`config.mk`:
```
export PLATFORM = sky130hd
export DESIGN_NAME = han_carlson_subtractor_pipe_flat
export DESIGN_NICKNAME = d
export VERILOG_FILES = /design/src/rtl/han_carlson_subtractor_pipe_if.sv /design/src/rtl/han_carlson_subtractor_pipe.sv /design/src/flat_wrapper.sv
export SDC_FILE = /design/constraint.sdc
export NUM_CORES = 1
export LEC_CHECK = 0
export ABC_AREA = 1
export CORE_UTILIZATION = 50
export CTS_CLUSTER_DIAMETER = 200
export DETAILED_ROUTE_END_ITERATION = 16
export PLACE_DENSITY = 0.81
export SETUP_SLACK_MARGIN = 0.02
export SLEW_MARGIN = 30
export SYNTH_ARGS = -nofsm -noshare
export SYNTH_HDL_FRONTEND = slang
export SYNTH_SLANG_ARGS = --single-unit
```
`constraint.sdc`:
```
create_clock -name clk -period 1.45 [get_ports clk]
set_input_delay 0.29 -clock clk [delete_from_list [all_inputs] [get_ports clk]]
set_output_delay 0.29 -clock clk [all_outputs]
set_load 0.01 [all_outputs]
```
`src/rtl/han_carlson_subtractor_pipe_if.sv`:
```
// Operand/result handshake bundle for the 4-bit Han-Carlson subtractor pipe.
// slave is the subtractor's view; master is the producer/consumer's view.
interface han_carlson_subtractor_pipe_if;
  logic       in_valid;
  logic       in_ready;
  logic [3:0] input1;
  logic [3:0] input2;
  logic       out_valid;
  logic       out_ready;
  logic [3:0] diff;
  logic       borrow;
  logic       overflow;
  logic       zero;

  modport slave (
    input  in_valid, input1, input2, out_ready,
    output in_ready, out_valid, diff, borrow, overflow, zero
  );

  modport master (
    output in_valid, input1, input2, out_ready,
    input  in_ready, out_valid, diff, borrow, overflow, zero
  );
endinterface

```
`src/rtl/han_carlson_subtractor_pipe.sv`:
```
// 4-bit subtractor (input1 - input2) on a Han-Carlson prefix network, 2-stage pipe, latency 2.
// Backpressure: valid/ready, each stage advances when downstream is empty or draining; holds 2 max.
module han_carlson_subtractor_pipe (
  input  logic                                clk,
  input  logic                                rst,
  han_carlson_subtractor_pipe_if.slave        bus
);

  logic       s1_en;
  logic       s2_en;
  logic       v1;
  logic       v2;

  logic [3:0] a;
  logic [3:0] b;
  logic [3:0] p;
  logic [3:0] g;
  logic       g0_ci;
  logic       grp32_g;
  logic       grp32_p;
  logic       grp10;
  logic       grp30;

  logic [3:0] p_q;
  logic       grp10_q;
  logic       grp30_q;
  logic       g2_q;
  logic       g0_q;
  logic       a3_q;

  logic       grp20;
  logic [3:0] diff_d;
  logic       overflow_d;

  logic [3:0] diff_q;
  logic       borrow_q;
  logic       overflow_q;
  logic       zero_q;

  assign s2_en        = ~v2 | bus.out_ready;
  assign s1_en        = ~v1 | s2_en;
  assign bus.in_ready = s1_en & ~rst;

  // Subtraction as input1 + ~input2 + 1, with the carry-in folded into bit 0.
  always_comb begin
    a       = bus.input1;
    b       = ~bus.input2;
    p       = a ^ b;
    g       = a & b;
    g0_ci   = g[0] | p[0];
    grp32_g = g[3] | (p[3] & g[2]);
    grp32_p = p[3] & p[2];
    grp10   = g[1] | (p[1] & g0_ci);
    grp30   = grp32_g | (grp32_p & grp10);
  end

  always_ff @(posedge clk) begin
    if (rst) begin
      v1      <= 1'b0;
      p_q     <= 4'd0;
      grp10_q <= 1'b0;
      grp30_q <= 1'b0;
      g2_q    <= 1'b0;
      g0_q    <= 1'b0;
      a3_q    <= 1'b0;
    end else if (s1_en) begin
      v1 <= bus.in_valid;
      if (bus.in_valid) begin
        p_q     <= p;
        grp10_q <= grp10;
        grp30_q <= grp30;
        g2_q    <= g[2];
        g0_q    <= g0_ci;
        a3_q    <= bus.input1[3];
      end
    end
  end

  // Final grey cell on bit 2 completes the carry vector {c3, c2, c1, c0=1}.
  always_comb begin
    grp20      = g2_q | (p_q[2] & grp10_q);
    diff_d     = p_q ^ {grp20, grp10_q, g0_q, 1'b1};
    overflow_d = ~p_q[3] & (diff_d[3] ^ a3_q);
  end

  always_ff @(posedge clk) begin
    if (rst) begin
      v2         <= 1'b0;
      diff_q     <= 4'd0;
      borrow_q   <= 1'b0;
      overflow_q <= 1'b0;
      zero_q     <= 1'b0;
    end else if (s2_en) begin
      v2 <= v1;
      if (v1) begin
        diff_q     <= diff_d;
        borrow_q   <= ~grp30_q;
        overflow_q <= overflow_d;
        zero_q     <= (diff_d == 4'd0);
      end
    end
  end

  assign bus.out_valid = v2;
  assign bus.diff      = diff_q;
  assign bus.borrow    = borrow_q;
  assign bus.overflow  = overflow_q;
  assign bus.zero      = zero_q;

endmodule

```
`src/flat_wrapper.sv`:
```
// flat-port wrapper written by rule: the top's interface ports become plain ports
module han_carlson_subtractor_pipe_flat 
  (clk, rst, bus_in_valid, bus_input1, bus_input2, bus_out_ready, bus_in_ready, bus_out_valid, bus_diff, bus_borrow, bus_overflow, bus_zero);
  han_carlson_subtractor_pipe_if bus_i ();
  input  logic clk;
  input  logic rst;
  input wire logic [$bits(bus_i.in_valid)-1:0] bus_in_valid;
  input wire logic [$bits(bus_i.input1)-1:0] bus_input1;
  input wire logic [$bits(bus_i.input2)-1:0] bus_input2;
  input wire logic [$bits(bus_i.out_ready)-1:0] bus_out_ready;
  output wire logic [$bits(bus_i.in_ready)-1:0] bus_in_ready;
  output wire logic [$bits(bus_i.out_valid)-1:0] bus_out_valid;
  output wire logic [$bits(bus_i.diff)-1:0] bus_diff;
  output wire logic [$bits(bus_i.borrow)-1:0] bus_borrow;
  output wire logic [$bits(bus_i.overflow)-1:0] bus_overflow;
  output wire logic [$bits(bus_i.zero)-1:0] bus_zero;
  assign bus_i.in_valid = bus_in_valid;
  assign bus_i.input1 = bus_input1;
  assign bus_i.input2 = bus_input2;
  assign bus_i.out_ready = bus_out_ready;
  assign bus_in_ready = bus_i.in_ready;
  assign bus_out_valid = bus_i.out_valid;
  assign bus_diff = bus_i.diff;
  assign bus_borrow = bus_i.borrow;
  assign bus_overflow = bus_i.overflow;
  assign bus_zero = bus_i.zero;
  han_carlson_subtractor_pipe u_core (.clk(clk), .rst(rst), .bus(bus_i));
endmodule
```
Word level (Yosys, flattened, before mapping)
Index checks and enable logic that the tools add are counted.
{ "op_classes": {"n_shift": 0, "order_cmp": 0, "bitwise": 24, "muxes": 0, "multipliers": 0, "n_eq_ne": 0, "reduce_logical": 3, "div": 0, "addsub": 0} }
{ "ops": {"columns": ["operator", "count"], "rows": [
  ["4-bit XOR", 2],
  ["1-bit AND", 7],
  ["1-bit bitwise OR", 7],
  ["1-bit inverter", 5],
  ["4-bit AND", 1],
  ["4-bit logical NOT", 1],
  ["4-bit inverter", 1],
  ["2-bit AND reduction", 2],
  ["1-bit XOR", 1]
]} }
{ "totals": {"mem_bits_ro": 0, "out_inout_bits": 9, "wordCells": 39, "latch_bits": 0, "input_bits": 12, "n_memories": 0, "mem_bits_rw": 0, "reg_bits": 18} }

Longest topological paths before layout
{ "logic_depth": {"depth_word": 7, "ltp_mapped": 9, "ltp_nobuf": 9} }

Least setup slack after synthesis
OpenSTA, ideal clock, no wires.
{ "synth_timing": {"path_kind": "in2reg", "start": "input bus_input2[3]", "end": "register u_core.grp30_q", "path_stages": 6, "path_buffers": 0, "setup_ns": 0.114, "required_time_ns": 1.336, "slack_ns": 0.426, "t_arrival_ns": 0.910, "path_cell_list": "inv_1 ha_1 a21oi_1 nand2_1 nand2_1 a21oi_2"} }
{ "synth_between": {"elab_chain_cells": 5, "word_cells_on_any_way": 8, "cone_classes": "bitwise: 8"} }
{ "synth_lines": {"columns": ["item", "line", "rtl"], "rows": [
  ["from (decl)", "flat_wrapper.sv:9", "input wire logic [$bits(bus_i.input2)-1:0] bus_input2;"],
  ["4-bit inverter (*)", "han_carlson_subtractor_pipe.sv:47", "b = ~bus.input2;"],
  ["4-bit XOR (*)", "han_carlson_subtractor_pipe.sv:48", "p = a ^ b;"],
  ["net u_core.p[3]", "han_carlson_subtractor_pipe.sv:16", "logic [3:0] p;"],
  ["1-bit AND, on equally long branches", "han_carlson_subtractor_pipe.sv:51, han_carlson_subtractor_pipe.sv:52", null],
  ["1-bit bitwise OR / 1-bit AND (equally long branches)", "han_carlson_subtractor_pipe.sv:51, han_carlson_subtractor_pipe.sv:54", null],
  ["1-bit bitwise OR (*)", "han_carlson_subtractor_pipe.sv:54", "grp30 = grp32_g | (grp32_p & grp10);"],
  ["to (signal assigned)", "han_carlson_subtractor_pipe.sv:71", "grp30_q <= grp30;"],
  ["to (decl)", "han_carlson_subtractor_pipe.sv:26", "logic grp30_q;"]
]} }
Mark *: on every way through the listed nets, which the timed path passes. The rest lies on a longest branch.
A chain may end at the register's enable or synchronous reset.

Final worst setup path
{ "layout_timing": {"start": "input bus_out_ready", "end": "output bus_in_ready"} }
{ "layout_between": {"elab_chain_cells": 3} }
{ "layout_lines": {"columns": ["item", "line", "rtl"], "rows": [
  ["from (decl)", "flat_wrapper.sv:10", "input wire logic [$bits(bus_i.out_ready)-1:0] bus_out_ready;"],
  ["1-bit bitwise OR", "han_carlson_subtractor_pipe.sv:40", "assign s2_en = ~v2 | bus.out_ready;"],
  ["1-bit bitwise OR", "han_carlson_subtractor_pipe.sv:41", "assign s1_en = ~v1 | s2_en;"],
  ["1-bit AND", "han_carlson_subtractor_pipe.sv:42", "assign bus.in_ready = s1_en & ~rst;"],
  ["to (decl)", "flat_wrapper.sv:11", "output wire logic [$bits(bus_i.in_ready)-1:0] bus_in_ready;"]
]} }
Every way passes these cells.

==> metrics <==
Initial Util=54.68%; vias in the first global route=672; Core ar.=1524 µm²; Clock Tree Buf Depth=2; root buffer cell=clkbuf_4; CP endpoint kind=output port; die area=1834 µm²; r2r endpoint=u_core.p_q[2]$_SDFFE_PP0P_; Num CTS Buffers=3; commonest cells after routing, fill and taps aside=21 x nand2_1, 18 x inv_1, 18 x dfxtp_1; worst-margin pin slew=0.1600 ns; detailed-route wire length=1542 µm; Syn Area/Cell=7.645 µm²; Max Slew Vio Count=0; 1st-pass router iterations=4; design area=1079 µm²; overall global routing resource usage=21.16%; CTS tree=done; Final setup viols=0; commonest non-fill, non-tap cell in the layout=nand2_1; first-pass GRT wire length=2801 µm; Clock Skews=0.004209 ns; Peak VDD IR=0.5341 mV; Pwr per Cell Area=918.5 nW/µm²; worst-path cell chain=clkdlybuf4s50_1 > inv_1 > nand3_2 > nand2_1 > inv_1 > buf_2; Data required, critical path=1.16 ns; Worst Hold Class=reg -> reg; Die Wd=42.83 µm; status=finished clean; TNS Setup=0 ns; cells after synthesis=109; largest net degree at the start of global routing=15; H-tree Lvls=1; # hold bufs at CTS=0; mapped cell area=833.3 µm²; Layout area overhead=29.43%; crit share post-route=93.36%; Yosys top cell area share=43.24%; crit path max fanout=2; Crit path max-delay family=buffers and inverters; total power=990.6 µW; critical path type=in -> out; Setup crit start=bus_out_ready; drt initial violations=5; Die H=42.83 µm; Levels on crit path=6; sequential area share after synthesis=43.24%; CP bufs+invs=4; Layout Nets=155; Row Count=14; Layout Utilization=70.77%; CP arrival=1.06 ns; unrepaired setup endpoints after global routing=false; routed len/inst=10.14 µm; worst setup path end=bus_in_ready; Placed Area=1071 µm²; post-place setup slack=-0.3090 ns; fmax=738.7 MHz; CP Launch Type=input port; Syn Nets=126; Slowest-stage cell, CP=clkdlybuf4s50_1; Max Cap Viol=0; flops & latches, synth=18; Max stage delay on crit path=0.45 ns; synth unique cells=17; YS warnings=0; R2R cell count=6; Antenna Cells=0; antenna-violating nets left=0; Worst slew margin=89.22%; Tmin final=1.354 ns; Detail Placement HPWL=1207 µm; # fillers=131; Final Hold Violating Endpoints=0; ranking of synthesized cells by area=dfxtp_1 43%, nand2_1 9.5%, inv_1 8.1%; Vias=741; largest area contributor in the netlist=dfxtp_1; final worst slack=0.09631 ns; Avg Vias per Cell=4.875; Boundary Pins=21; latest clock arrival within the worst-skew pair=0.29 ns; Clock Sinks=18; CTS clk-pin slew, worst paths=0.09 ns; reg2reg start=u_core.v1$_SDFFE_PP0N_; P_leak=0.0005397 µW; layout cells sized above 1=13.97%; initial antenna violation count=0; DRC=0; register-to-register setup slack=0.34 ns; I/O Buffers=20; grt ovf=0; Most Frequent Cell on Critical Path=inv_1; GPL Wtd Cong=0.7566
==> routing by layer <==
metal,GRT usage (%),routed length (µm),vias to the layer above
met1,23.22,688,317
met4,13.13,44,0
met5,0,0,-
li1,-,-,397
met2,35.15,723,22
met3,6.383,86,5
==> layout make-up <==
type / count / area (µm²) / area share (%)
multi-input combinational: 70 / 374.1 / 34.69
sequential: 18 / 360.3 / 33.41
timing repair buffer: 26 / 230.2 / 21.35
inverter: 19 / 71.32 / 6.613
clock buffer: 3 / 22.52 / 2.088
tap: 16 / 20.02 / 1.856
==> worst min-delay path by stage <==
stage,from,endpoint,depth (start not counted)
after detailed placement,u_core.grp30_q$_SDFFE_PP0P_,u_core.bus.borrow$_SDFFE_PP0P_,1
after global routing,u_core.grp30_q$_SDFFE_PP0P_,u_core.bus.borrow$_SDFFE_PP0P_,1
after global placement,u_core.grp30_q$_SDFFE_PP0P_,u_core.bus.borrow$_SDFFE_PP0P_,1
final,u_core.grp30_q$_SDFFE_PP0P_,u_core.bus.borrow$_SDFFE_PP0P_,1
after floorplan,rst,u_core.grp30_q$_SDFFE_PP0P_,1
after CTS,u_core.grp30_q$_SDFFE_PP0P_,u_core.bus.borrow$_SDFFE_PP0P_,1
==> synthesized netlist by cell type <==
master	number
inv_1	18
nand2_2	3
inv_2	1
nand2_4	1
nand2_1	21
nand3_2	1
a21oi_1	13
nor2_1	9
a21oi_2	2
o21ai_0	11
ha_1	5
buf_12	1
buf_4	1
dfxtp_1	18
nand3_1	2
o21ai_1	1
nor2_2	1
==> stage by stage <==
step	hold slack, ns	std cells
finish	0.4647	152
global route	0.4822	152
global placement	0.4412	149
CTS	0.4668	152
detailed placement	0.4491	149
floorplan	0.3524	109
==> timing repair <==
action | CTS | global route
gates resized for setup | 12 | 0
setup buffers | 0 | 0
endpoints found under the setup margin | 9 | 0
==> flip-flops by register name (all words and copies together), names as in the netlist <==
| register | flops |
|---|---|
| u_core.v1 | 1 |
| u_core.bus.out_valid | 1 |
| u_core.bus.overflow | 1 |
| u_core.grp30_q | 1 |
| u_core.grp10_q | 1 |
| u_core.p_q | 4 |
| u_core.g2_q | 1 |
| u_core.g0_q | 1 |
| u_core.bus.zero | 1 |
| u_core.bus.borrow | 1 |
| u_core.bus.diff | 4 |
| u_core.a3_q | 1 |
==> cells by family (layout without fill, tap and decap cells) <==
group	count (synthesis)	in the layout	synth area share [%]
simple gates	38	38	20.27
compound gates	27	27	17.12
fa+ha+maj	5	5	7.508
buf+inv	21	48	11.86
flops	18	18	43.24
==> where the power goes <==
group	switching, µW	leakage [µW]	internal [µW]
registers	18.1	0.000149	529
clock network	147	0.0000138	96.8
logic	102	0.000377	97.4
total	267	0.000540	724
(Power assumes the default switching activity.)
